File: src/rtl/timer_ctrl.sv
// Register block and sequencer for the peripheral down-counter timer.
// Drives the load pulse, detects expiry, handles periodic reload and the irq.
module timer_ctrl #(
  parameter int unsigned LOAD_CYCLES = 1,
  parameter int unsigned WIDTH       = 32
) (
  input  logic             clk_i,
  input  logic             rst_ni,
  input  logic             we_i,
  input  logic [1:0]       addr_i,
  input  logic [WIDTH-1:0] wdata_i,
  output logic [WIDTH-1:0] rdata_o,
  output logic [WIDTH-1:0] timer_data_o,
  output logic             timer_load_o,
  input  logic [WIDTH-1:0] timer_cuenta_i,
  output logic             irq_o
);

  typedef enum logic [1:0] {IDLE, LOAD_P, RUN} state_t;

  localparam logic [3:0] PLAST = 4'(LOAD_CYCLES - 1);

  state_t           state_q, state_d;
  logic [3:0]       pcnt_q, pcnt_d;
  logic [WIDTH-1:0] load_q;
  logic             periodic_q, irq_en_q, expired_q;
  logic             ctrl_wr, stat_wr, start, stop, exp_set;

  assign ctrl_wr = we_i && (addr_i == 2'd0);
  assign stat_wr = we_i && (addr_i == 2'd3);
  assign stop    = ctrl_wr && wdata_i[3];
  assign start   = ctrl_wr && wdata_i[0] && !wdata_i[3];

  always_ff @(posedge clk_i or negedge rst_ni) begin
    if (!rst_ni) begin
      state_q <= IDLE;
      pcnt_q  <= '0;
    end else begin
      state_q <= state_d;
      pcnt_q  <= pcnt_d;
    end
  end

  // Control strobes override the sequencer; STOP beats START.
  always_comb begin
    state_d = state_q;
    pcnt_d  = pcnt_q;
    exp_set = 1'b0;
    if (stop) begin
      state_d = IDLE;
      pcnt_d  = '0;
    end else if (start) begin
      state_d = LOAD_P;
      pcnt_d  = '0;
    end else begin
      case (state_q)
        LOAD_P: begin
          if (pcnt_q == PLAST) begin
            state_d = RUN;
            pcnt_d  = '0;
          end else begin
            pcnt_d = pcnt_q + 4'd1;
          end
        end
        RUN: begin
          if (timer_cuenta_i == '0) begin
            exp_set = 1'b1;
            pcnt_d  = '0;
            // A zero reload value would spin forever, so it ends the sequence.
            state_d = (periodic_q && (load_q != '0)) ? LOAD_P : IDLE;
          end
        end
        default: ;
      endcase
    end
  end

  always_ff @(posedge clk_i or negedge rst_ni) begin
    if (!rst_ni) begin
      load_q     <= '0;
      periodic_q <= 1'b0;
      irq_en_q   <= 1'b0;
      expired_q  <= 1'b0;
    end else begin
      if (we_i && (addr_i == 2'd1)) load_q <= wdata_i;
      if (ctrl_wr) begin
        periodic_q <= wdata_i[1];
        irq_en_q   <= wdata_i[2];
      end
      if (exp_set)                     expired_q <= 1'b1;
      else if (stat_wr && wdata_i[0])  expired_q <= 1'b0;
    end
  end

  assign timer_data_o = load_q;
  assign timer_load_o = (state_q == LOAD_P);
  assign irq_o        = expired_q & irq_en_q;

  always_comb begin
    rdata_o = '0;
    case (addr_i)
      2'd0: rdata_o[2:0] = {irq_en_q, periodic_q, 1'b0};
      2'd1: rdata_o      = load_q;
      2'd2: rdata_o      = timer_cuenta_i;
      2'd3: rdata_o[1:0] = {(state_q != IDLE), expired_q};
      default: ;
    endcase
  end

endmodule
File: config.mk
export PLATFORM = sky130hd
export DESIGN_NAME = timer_ctrl
export DESIGN_NICKNAME = d
export VERILOG_FILES = /design/src/rtl/timer_ctrl.sv
export SDC_FILE = /design/constraint.sdc
export NUM_CORES = 1
export LEC_CHECK = 0
export ABC_CLOCK_PERIOD_IN_PS = 1500
export CAP_MARGIN = 25
export CORE_MARGIN = 1.5
export CORE_UTILIZATION = 35
export DETAILED_ROUTE_END_ITERATION = 7
export PLACE_DENSITY = 0.77
export SYNTH_ARGS = -nofsm -noshare
export SYNTH_HDL_FRONTEND = slang
export SYNTH_SLANG_ARGS = --single-unit
File: constraint.sdc
create_clock -name clk_i -period 1.5 [get_ports clk_i]
set_input_delay 0.3 -clock clk_i [delete_from_list [all_inputs] [get_ports clk_i]]
set_output_delay 0.3 -clock clk_i [all_outputs]
set_load 0.05 [all_outputs]
Yosys cells after proc, flatten, opt, wreduce, memory -nomap -nowiden. Cells that the tools add are included.

Bits of input ports: 69. Output and inout bits: 66. Logic and storage cells: 53. Register bits: 41.

$add $sub $neg: 1. Muxes and demuxes: 20. Reductions and logical operators: 18. Bitwise logic cells: 1. Equality and inequality tests: 7.

Operator list (number): 29-bit one-hot mux with 2 select lines (1); 32-bit logical NOT (1); 32-bit nonzero test (1); 4-bit 2-to-1 mux (4); 1-bit logical AND (8); 2-bit 2-to-1 mux (4); 2-bit one-hot mux with 4 select lines (1); 4-bit one-hot mux with 2 select lines (1); 1-bit 2-to-1 mux (7); 2-bit == test, second input constant (3); 4-bit by 1-bit adder with 4-bit output, second input constant (1); 2-bit by 1-bit == test with 1-bit output, second input constant (2); 4-bit logical NOT (1); 4-bit by 1-bit inequality test with 1-bit output, second input constant (1); 4-bit inequality test, second input constant (1); 2-bit one-hot mux with 2 select lines (1); 2-bit nonzero test (2); 4-bit nonzero test (1); 1-bit one-hot mux with 3 select lines (1); 3-bit AND reduction (1); 2-bit logical NOT (1); 2-bit AND reduction (1); 1-bit bitwise AND (1); 1-bit logical NOT (1).

Logic depth before layout (Yosys ltp).
Depth after elaboration: 7. Gate-level depth with buffers: 6.

Worst setup path before layout. No wires, ideal clock.

Path kind: input to output. Start point: input addr_i[1]. End point: output rdata_o[11]. Stages on the path: 6. Slack: -0.615 ns. Buffers on the path: 2. Arrival: 1.815 ns. Data required time: 1.200 ns. Cell sequence: inv_1 ha_1 clkbuf_1 clkbuf_1 a22oi_1 nor2b_1.

Word-level cells in the longest chain between the ends: 2.

Ends and longest elaborated chain: start, declared (line 10) `input logic [1:0] addr_i,`; 2-bit == test or 2-bit by 1-bit == test with 1-bit output (tied branches) (line 101) `case (addr_i)`; 29-bit one-hot mux with 2 select lines (*) (line 101); end, declared (line 12) `output logic [WIDTH-1:0] rdata_o,`.

Every way passes the cells marked *; elsewhere a longest branch is shown, timed or not.

Worst setup path in the final report.
Start point: input timer_cuenta_i[0]. End point: output rdata_o[0].

Word-level cells in the longest chain between the ends: 1.

Ends and longest elaborated chain: start, declared (line 15) `input logic [WIDTH-1:0] timer_cuenta_i,`; 2-bit one-hot mux with 4 select lines (line 101).

No other way between the ends.

==> summary.md <==
TritonCTS built the clock tree. For the worst-skew pair, the clock arrives at the later sink with an insertion delay of 0.31 ns. Once layout is complete, the utilization of the core stands at 89.7%. The fmax was 0.552 GHz; the cell count after synthesis was 227.

The checks that failed: setup timing. Of the available clock period, the critical path in the final layout requires 121%. The worst voltage drop across the vdd grid came out at 716 uV.

For the routed wire length, the log shows 14,400 microns. In this run the static leakage power is 2.65 nW. After synthesis, the cell types taking the most area are dfrtp_1, mux2_2, a22oi_1. After detailed routing, the average wire length per cell comes to 27.5 microns.

The run gives 1920 sq um as the area of the multi-input gates. Hold is met by 0.470 ns. The share of total power dissipated in the clock network is 12.0%. From bottom edge to top edge, the die measures 86.6 microns. Fill cells in the final layout number 235. The library cells used most frequently in the layout, excluding fill and tap cells, are buf_12, buf_4, dfrtp_1. The TritonCTS sink count is 41, and the number of antenna violations at the first check in global routing is 0.

The largest fanout on the critical path works out to 2. Count of final max-slew check failures: 0. Setup repair after global routing could not meet its margin everywhere.

The run gives 38 as the number of distinct library cells after synthesis. In this design, the critical path's most frequently occurring cell is buf_4. The wire length of the first global-routing pass is 18,400 microns. Among all flip-flop cells after synthesis, the most frequent one is dfrtp_1.

The number of input and output port buffers inserted was 134. The floorplan step defined a die boundary enclosing 7500 sq um. Entering global routing, the biggest net connects 33 pins. From left edge to right edge, the die measures 86.6 microns. The number of nets handed over by synthesis was 304. The detailed router finished its first iteration with 231 violations. The flow ran to the end, but the final reports show violations.

For this design the top-level I/O count stands at 135. Sequential cells burn 25.2% of the power. The fraction of final layout cells with drive strength greater than 1 came out at 66.6%. The area growth from synthesis to layout is 148%.

Across every metal layer, demand over resource in global routing totals 33.1%. Leading cell type in the layout, fill and taps excluded: buf_12. The count of synthesis-stage warnings from yosys is 0, and the DRC violation count after routing is 0. A synthesized cell averages 10.8 sq um. The deepest clock path buffer count was 2. The critical path start-end classification is in -> out.

The initial utilization of the core area, before any placement, comes to 36.2%. The number of detailed-route iterations in the first pass came out at 6. The via count of the first global-routing pass was 3,325; the worst slew margin relative to its limit was 64.3%. The run gives 3,212 as the via count.

Walking the worst path, the cells encountered are clkdlybuf4s15_1, buf_4, a222oi_1, buf_4, nor2_4, buf_8. The transition at the pin with the smallest max-transition slack was 0.530 ns. In this run, synthesis inferred 0 flip-flops with an integrated enable. Routing layer with the top usage in global route: met2. For the maximum clock skew at final layout, the log shows 0.0108 ns. The run gives 8060 microns as the half-perimeter wire length after detailed placement. For the CTS H-tree depth, the log shows 2. Using the TritonRoute via totals, the vias-per-cell ratio works out to 6.14.

The slowest stage of the critical path is the a222oi_1 cell. The final hold violation count is 0, and the share of the yosys chip area belonging to registers is 42.0%. For the finished layout, the period the worst path requires is 1.81 ns. The logs give 3.87 mW for the internal power consumption and 1.20 ns for the required arrival time at the worst endpoint.

Clock tree synthesis selected as its root buffer the cell clkbuf_8. The tools report the area of the core as 6760 sq um. In this run, the combinational gates consume 62.8% of the power. The floorplan has 30 rows. The final critical-path setup slack is -0.313 ns, and the post-synthesis cell area is 2440 sq um.

Global routing consumed, on the met3 layer, 6.86% of the routing resources. The path class of the tightest hold or removal check is in -> async. For the sequential cell area, the log shows 1030 sq um.

Count of endpoints failing setup in the final report: 68. STA puts the critical path data arrival time at 1.51 ns. The delay of the slowest critical-path stage came out at 0.39 ns.

The critical path launch point type is a primary input. After detailed placement, the total cell area comes to 5350 sq um. dfrtp_1 takes more of the synthesized area than any other cell.

Summed over its instances, the top area cell type makes up 42.0% of the synthesized netlist area. 0 antenna diodes ended up in the layout. The total number of nets in the final design is 519, and the clock transition at the register clock pins on the worst setup and hold paths after CTS is 0.08 ns. The logs give 60.9% for the met2 usage in global routing and 0 for the number of max-cap violations.

For this design the ratio of total power to cell area is 1110 nW/um^2. After synthesis the netlist holds a flip-flop and latch count of 41. The share of async-settable or async-resettable flops after synthesis works out to 100%. The fraction of power spent switching nets works out to 42.6%. The worst setup path is captured at an output port. The total design power was 6.74 mW; the post-layout instance area was 6060 sq um. In this run the power spent charging and discharging nets is 2.87 mW.

Routability-driven placement finished with a final weighted congestion of 0.852. Global routing consumed, on the met1 layer, 35.3% of the routing resources. Once detail routing completed, the nets flagged for antenna violations numbered 0.

For the overall overflow remaining after global route, the log shows 0. Counting the buffers created by CTS gives 5.
==> cell families (layout without fill, tap and decap cells) <==
group	Yosys count	after routing	share of synthesized area (%)
multiplexers	38	38	17.6
adder cells (fa/ha/maj)	8	8	4.09
buffers and inverters	21	237	3.38
flip-flops	41	41	42.0
AND/OR/NAND/NOR	72	72	17.7
AO/OA/AOI/OAI	47	47	15.3
==> critical path: cells and delay by family <==
family	cells	cell delay (ns)
and+or+nand+nor	1	0.03
buffers and inverters	4	0.79
AOI/OAI and AO/OA	1	0.39
==> flip-flops by register name (all words and copies together) (netlist names) <==
name / count
expired_q: 1
pcnt_q: 4
timer_data_o: 32
state_q: 2
periodic_q: 1
irq_en_q: 1
==> synthesized netlist by cell type, types with 2 or more instances <==
| library cell | n |
|---|---|
| a222oi_1 | 2 |
| a22oi_1 | 30 |
| a311oi_1 | 2 |
| buf_2 | 3 |
| clkbuf_1 | 10 |
| dfrtp_1 | 41 |
| ha_1 | 8 |
| inv_1 | 8 |
| mux2_1 | 3 |
| mux2_2 | 32 |
| mux2i_1 | 2 |
| nand2_1 | 6 |
| nand2b_1 | 2 |
| nand3_1 | 2 |
| nand4_1 | 2 |
| nor2_1 | 6 |
| nor2b_1 | 31 |
| nor4_1 | 15 |
| o21ai_0 | 3 |
==> routing by layer <==
metal	vias up	wire length, microns
met4	0	975
li1	1287	-
met3	85	959
met1	1595	4900
met2	245	7530
met5	-	0
==> power by group through the flow <==
stage | Clock [mW] | Sequential, mW | Combinational (mW)
floorplan | 0 | 2.16 | 1.16
global placement | 0 | 1.60 | 3.62
detailed placement | 0 | 1.62 | 3.71
CTS | 0.754 | 1.61 | 3.91
global route | 0.863 | 1.72 | 4.35
finish | 0.807 | 1.70 | 4.24
==> path summary, 6_finish.rpt <==
kind | start | slack, ns | to | depth (start not counted)
min in group clk_i | wdata_i[0] | 0.47 | timer_data_o[0]$_DFFE_PN0P_ | 2
min reg2reg | periodic_q$_DFFE_PN0N_ | 0.59 | periodic_q$_DFFE_PN0N_ | 1
max | timer_cuenta_i[0] | -0.31 | rdata_o[0] | 6
max reg2reg | timer_data_o[18]$_DFFE_PN0P_ | -0.23 | state_q[0]$_DFFE_PN0P_ | 4
min | rst_ni | 0.47 | timer_data_o[17]$_DFFE_PN0P_ | 2
max in group asynchronous | rst_ni | 0.54 | timer_data_o[23]$_DFFE_PN0P_ | 3
==> through the flow <==
step | cells | TNS [ns] | worst slack, ns
6_report | 523 | -8.79 | -0.313
5_1_grt | 523 | -9.72 | -0.371
4_1_cts | 512 | -5.37 | -0.246
3_5_place_dp | 496 | -45.85 | -0.683
3_3_place_gp | 496 | -44.68 | -0.687
2_1_floorplan | 227 | -0.561 | -0.0924
==> what timing repair did <==
action                                 4_1_cts  5_1_grt
setup endpoints to repair                   73       40
hold buffers                                 1        0
setup buffers                                6       10
pin swaps                                   24       30
gates cloned                                 1        3
gates resized for setup                     91       49
endpoints found under the hold margin       15        0
==> area by class of cell <==
cell class | instances | area share (%)
Clock buffer | 8 | 1.49
Inverter | 8 | 0.743
Multi-Input combinational cell | 165 | 31.7
Sequential cell | 41 | 17.0
Tap cell | 80 | 1.65
Timing Repair Buffer | 221 | 47.4
(Power assumes the default switching activity.)
==> variant 1, RTL diff (same settings) <==
`WIDTH`: 32 -> 16.
--- a/src/rtl/timer_ctrl.sv
+++ b/src/rtl/timer_ctrl.sv
@@ -3,5 +3,5 @@
 module timer_ctrl #(
   parameter int unsigned LOAD_CYCLES = 1,
-  parameter int unsigned WIDTH       = 32
+  parameter int unsigned WIDTH       = 16
 ) (
   input  logic             clk_i,
Interface: changed (resized rdata_o, timer_cuenta_i, timer_data_o and wdata_i); port bits go from 135 to 71. The function was not compared with the original's and may differ.
==> variant 1 against the original RTL <==
  * Clock skew down 6.6 ps
  * Total power down 42%
  * Synthesized area down 38%
  * Largest power group unchanged
  * Synthesized cell count down 38%
  * Setup slack better by 95 ps
  * Sequential cell count down 16
  * Clock power down 48%
  * The flow still finishes with violations (setup timing)
  * Final area down 40%
  * Wire length down 43%
  * Global-route usage down 4.9 points
  * Via count down 40%
  * Combinational power down 42%
  * Cell count down 38%
==> variant 1: results (changes against the original RTL) <==
clock latency reported for the late side of the worst-skew pair 270 ps (was 310 ps); Worst R2R Start state_q[1] (was timer_data_o[18]); first-pass GRT wire length 9450 microns (was 18400 microns); crit-path leading delay family flip-flops (was buffers and inverters); layout cell share with drive strength beyond 1 70.5% (was 66.6%); Placer Congestion 0.853 (was 0.852); Pleak 1.61 nW (was 2.65 nW); path depth of the worst reg2reg path 6 (was 4); count of H-tree levels built during CTS 1 (was 2); stage delay of the slowest cell on the critical path 430 ps (was 390 ps); maximum number of pins on one net before global-route repair 26 (was 33); setup bufs post-CTS 10 (was 6); Internal Pwr Total 2.28 mW (was 3.87 mW); Power Density 1070 nW/um^2 (was 1110 nW/um^2); nets@finish 321 (was 519); Final Hold Slack 387 ps (was 470 ps); Initial DRT Pass Iterations 4 (was 6); worst vdd rail ir drop 0.00105 V (was 0.000716 V); run status complete, but fails checks (unchanged); number of inserted filler cells in the final layout 163 (was 235); via count of the first global-routing pass 1830 (was 3325); via-per-instance ratio 5.89 (was 6.14); number of distinct standard cells referenced by the synthesized netlist 35 (was 38); total sequential power 1.02 mW (was 1.70 mW); Post-Synthesis Net Count 185 (was 304); failing checks setup timing (unchanged); top area cells in the synthesized netlist sky130_fd_sc_hd__dfrtp_1 41%, sky130_fd_sc_hd__mux2_2 14%, sky130_fd_sc_hd__a22oi_1 6.9%, sky130_fd_sc_hd__ha_1 6.6%, sky130_fd_sc_hd__nor2b_1 5.8% (was sky130_fd_sc_hd__dfrtp_1 42%, sky130_fd_sc_hd__mux2_2 15%, sky130_fd_sc_hd__a22oi_1 9.2%, sky130_fd_sc_hd__nor2b_1 7.9%, sky130_fd_sc_hd__ha_1 4.1%); reg-to-reg slack, setup -140 ps (was -230 ps); IO buf count 70 (was 134); met2 Usage GRT 48.8% (was 60.9%); crit path from irq_en_q (was timer_cuenta_i[0]); worst setup margin -218 ps (was -313 ps); sequential share of the synthesized area 41.3% (was 42.0%); crit path capture rdata_o[2] (was rdata_o[0]); Final setup viols 23 (was 68); Detail Placement HPWL 4540 microns (was 8060 microns); Routed WL per cell 25.0 microns (was 27.5 microns); max reg flops 16 (was 32)
## variant 1: cell types whose count changed after synthesis, moves of 3 or more
cell                       before  now
sky130_fd_sc_hd__nor4_1        15    6
sky130_fd_sc_hd__mux2_2        32   19
sky130_fd_sc_hd__nor2b_1       31   14
sky130_fd_sc_hd__mux2_1         3    0
sky130_fd_sc_hd__clkbuf_1      10    2
sky130_fd_sc_hd__dfrtp_1       41   25
sky130_fd_sc_hd__nand3_1        2    5
sky130_fd_sc_hd__a22oi_1       30   14
## variant 1: cell type report
class,count,area share [%]
Clock inverter,1,0.138
Timing Repair Buffer,138,46.3
Tap cell,50,1.73
Inverter,7,1.41
Clock buffer,3,1.14
Sequential cell,25,17.7
Multi-Input combinational cell,101,31.6
## variant 1: through the flow
stage	cells	instance area, sq um	util, %	worst slack [ps]	setup TNS [ps]
final	325	3630	88.7	-218	-2470
after detailed placement	289	3020	73.9	-723	-23560
after global placement	289	3020	73.9	-647	-21400
after floorplan	140	1720	-	-101	-191
after CTS	303	3300	80.8	-184	-1870
after global routing	325	3630	88.7	-322	-3100
## variant 1: logic make-up (layout without fill, tap and decap cells)
kind of cell             Yosys count  count (layout)  share of synthesized area, %
multiplexers                      21              21                          15.8
AND/OR/NAND/NOR                   44              44                          17.5
XOR/XNOR                           1               1                         0.578
flip-flops                        25              25                          41.3
buffers and inverters             14             149                          3.80
adder cells (fa/ha/maj)            8               8                          6.61
AO/OA/AOI/OAI                     27              27                          14.5
## variant 1: layer usage
metal	routed length (microns)	vias to the layer above
li1	-	793
met1	3160	949
met2	4060	136
met3	522	36
met4	393	0
met5	0	-
==> variant 2, RTL diff (same settings) <==
Made on the original files. Encoding of `state_t`: now one-hot (3 bits for 3 states).
--- a/src/rtl/timer_ctrl.sv
+++ b/src/rtl/timer_ctrl.sv
@@ -17,5 +17,5 @@
 );
 
-  typedef enum logic [1:0] {IDLE, LOAD_P, RUN} state_t;
+  typedef enum logic [2:0] {IDLE = 3'b001, LOAD_P = 3'b010, RUN = 3'b100} state_t;
 
   localparam logic [3:0] PLAST = 4'(LOAD_CYCLES - 1);
Behaviour: same outputs for any inputs over 10 cycles, from zero or initial values and one cycle with rst_ni low; not proved beyond that.
==> variant 2 against the original RTL <==
  * The run still ends with setup timing left
  * Via count up 25%
  * Wire length up 43%
  * Setup slack worse by 610 ps
  * Synthesized area up 2.2%
  * Total power up 19%
  * Die area up 2.1%
  * Worst hold slack better by 40 ps
  * Critical path type is now flip-flop to output pin
  * Sequential share of layout area down 1.1 points
  * Final area up 9.0%
  * Sequential cell count up 1
  * Critical path depth down 1
  * Global-route usage up 5.8 points
  * Register-to-register slack worse by 590 ps
==> variant 2: results (changes against the original RTL) <==
maximum number of pins on one net before global-route repair 19 (was 33); aggregate routed wire length 20500 microns (was 14400 microns); Detail Placement HPWL 8520 microns (was 8060 microns); worst setup margin -918 ps (was -313 ps); crit path from state_q[2] (was timer_cuenta_i[0]); failing checks setup timing (unchanged); antenna violations before repair 1 (was 0); Final setup viols 51 (was 68); cells after synthesis 242 (was 227); worst-case setup slack after placement -935 ps (was -683 ps); number of distinct standard cells referenced by the synthesized netlist 33 (was 38); relative max-transition margin 58.3% (was 64.3%); run status complete, but fails checks (unchanged); layout cell share with drive strength beyond 1 73.4% (was 66.6%); met2 Usage GRT 69.8% (was 60.9%); number of DRC markers in iteration 0 489 (was 231); GRT Total Usage 39.0% (was 33.1%); global routing met1 resource utilization 41.0% (was 35.3%); top area cells in the synthesized netlist sky130_fd_sc_hd__dfrtp_1 41%, sky130_fd_sc_hd__mux2_2 16%, sky130_fd_sc_hd__a22oi_1 8.7%, sky130_fd_sc_hd__nor2b_1 7.8%, sky130_fd_sc_hd__nor4_1 4.5% (was sky130_fd_sc_hd__dfrtp_1 42%, sky130_fd_sc_hd__mux2_2 15%, sky130_fd_sc_hd__a22oi_1 9.2%, sky130_fd_sc_hd__nor2b_1 7.9%, sky130_fd_sc_hd__ha_1 4.1%); Clk pin slew, worst setup/hold paths 100 ps (was 80 ps); Root Driver sky130_fd_sc_hd__clkbuf_8 (unchanged); post-route setup TNS -12950 ps (was -8790 ps); via count of the first global-routing pass 3786 (was 3325); worst vdd rail ir drop 0.000886 V (was 0.000716 V); number of inserted filler cells in the final layout 121 (was 235); Post-Synthesis Net Count 319 (was 304); Pleak 2.83 nW (was 2.65 nW); sequential share of the synthesized area 42.1% (was 42.0%); IO buf count 134 (unchanged); Initial DRT Pass Iterations 5 (was 6); nets@finish 579 (was 519); Placer Congestion 0.819 (was 0.852); most instantiated cells after synthesis 41 x sky130_fd_sc_hd__dfrtp_1, 36 x sky130_fd_sc_hd__mux2_2, 31 x sky130_fd_sc_hd__nor2b_1 (was 41 x sky130_fd_sc_hd__dfrtp_1, 32 x sky130_fd_sc_hd__mux2_2, 31 x sky130_fd_sc_hd__nor2b_1); GR Layer Usage met3 9.29% (was 6.86%); stage delay of the slowest cell on the critical path 550 ps (was 390 ps); data arrival time at the worst-slack endpoint 2120 ps (was 1510 ps); maximum fanout along the worst path 5 (was 2); Clock Skew 10.8 ps (about the same); Routed WL per cell 34.2 microns (was 27.5 microns); number of placed instances, taps included 558 (was 496); Worst R2R Start timer_data_o[31] (was timer_data_o[18]); first-pass GRT wire length 21600 microns (was 18400 microns); Area after DPL 5840 sq um (was 5350 sq um); vias after detailed routing 3999 (was 3212); slowest stage cell on the critical path sky130_fd_sc_hd__dfrtp_1 (was sky130_fd_sc_hd__a222oi_1)
==> variant 2: cell count changes in the layout (fill, tap and decap cells not counted), sizes merged, moves of 4 or more <==
cell and change:
nand3 +4, dlygate4sd2 -18, buf +68, clkbuf -5, nand2 +8, dlymetal6s2s -4, clkdlybuf4s15 +5
==> variant 2: routing by layer <==
layer / wire length (microns) / vias to the layer above / part of all wire (%)
li1: - / 1424 / -
met1: 6300 / 1877 / 31
met2: 9070 / 498 / 44
met3: 2860 / 200 / 14
met4: 2320 / 0 / 11
met5: 0 / - / 0
==> variant 2: critical path: cells and delay by family (launching register included) <==
kind / cells / cell delay (ps)
buffers and inverters: 2 / 360
AO/OA/AOI/OAI: 1 / 360
multiplexers: 1 / 80
AND/OR/NAND/NOR: 1 / 450
flip-flops: 1 / 550
==> variant 2: logic make-up (layout without fill, tap and decap cells) <==
family / count (synthesis) / after routing / share of synthesized area (%)
AO/OA/AOI/OAI: 46 / 46 / 14.0
multiplexers: 39 / 39 / 17.4
adder cells (fa/ha/maj): 8 / 8 / 4.01
flip-flops: 42 / 42 / 42.1
buffers and inverters: 20 / 281 / 3.00
other: 0 / 1 / 0
AND/OR/NAND/NOR: 87 / 87 / 19.5
==> variant 2: where the power goes <==
group          total, mW  internal (mW)  leakage, nW  switching, mW
logic               5.27           2.53         2.27           2.73
registers           1.77           1.39        0.503          0.379
clock network      0.973          0.500       0.0525          0.473
==> variant 2: final timing paths <==
kind | endpoint | slack [ps] | cells past startpoint
min in group clk_i | expired_q | 590 | 1
worst min-delay path | pcnt_q[3] | 510 | 2
max in group asynchronous | timer_data_o[3] | 390 | 3
worst max register to register | state_q[1] | -820 | 5
worst max-delay path | rdata_o[1] | -920 | 5
worst min register to register | expired_q | 590 | 1
==> variant 2: final cells by class <==
| cell class | instances | area (sq um) | area share (%) |
|---|---|---|---|
| clock buffer | 7 | 76.3 | 1.16 |
| multi-input combinational | 180 | 2050 | 31.1 |
| inverter | 7 | 50.0 | 0.758 |
| sequential | 42 | 1050 | 15.9 |
| timing repair buffer | 266 | 3220 | 48.7 |
| tap | 96 | 120 | 1.82 |
| clock inverter | 1 | 30.0 | 0.455 |
| antenna | 1 | 2.50 | 0.0379 |
==> variant 2: repair_timing <==
| item | 4_1_cts | 5_1_grt |
|---|---|---|
| setup endpoints to repair | 75 | 41 |
| setup buffers | 16 | 23 |
| pin swaps | 45 | 27 |
| cloned | 3 | 1 |
| hold endpoints to repair | 15 | 0 |
| gates resized for setup | 199 | 37 |
| hold buffers | 1 | 0 |
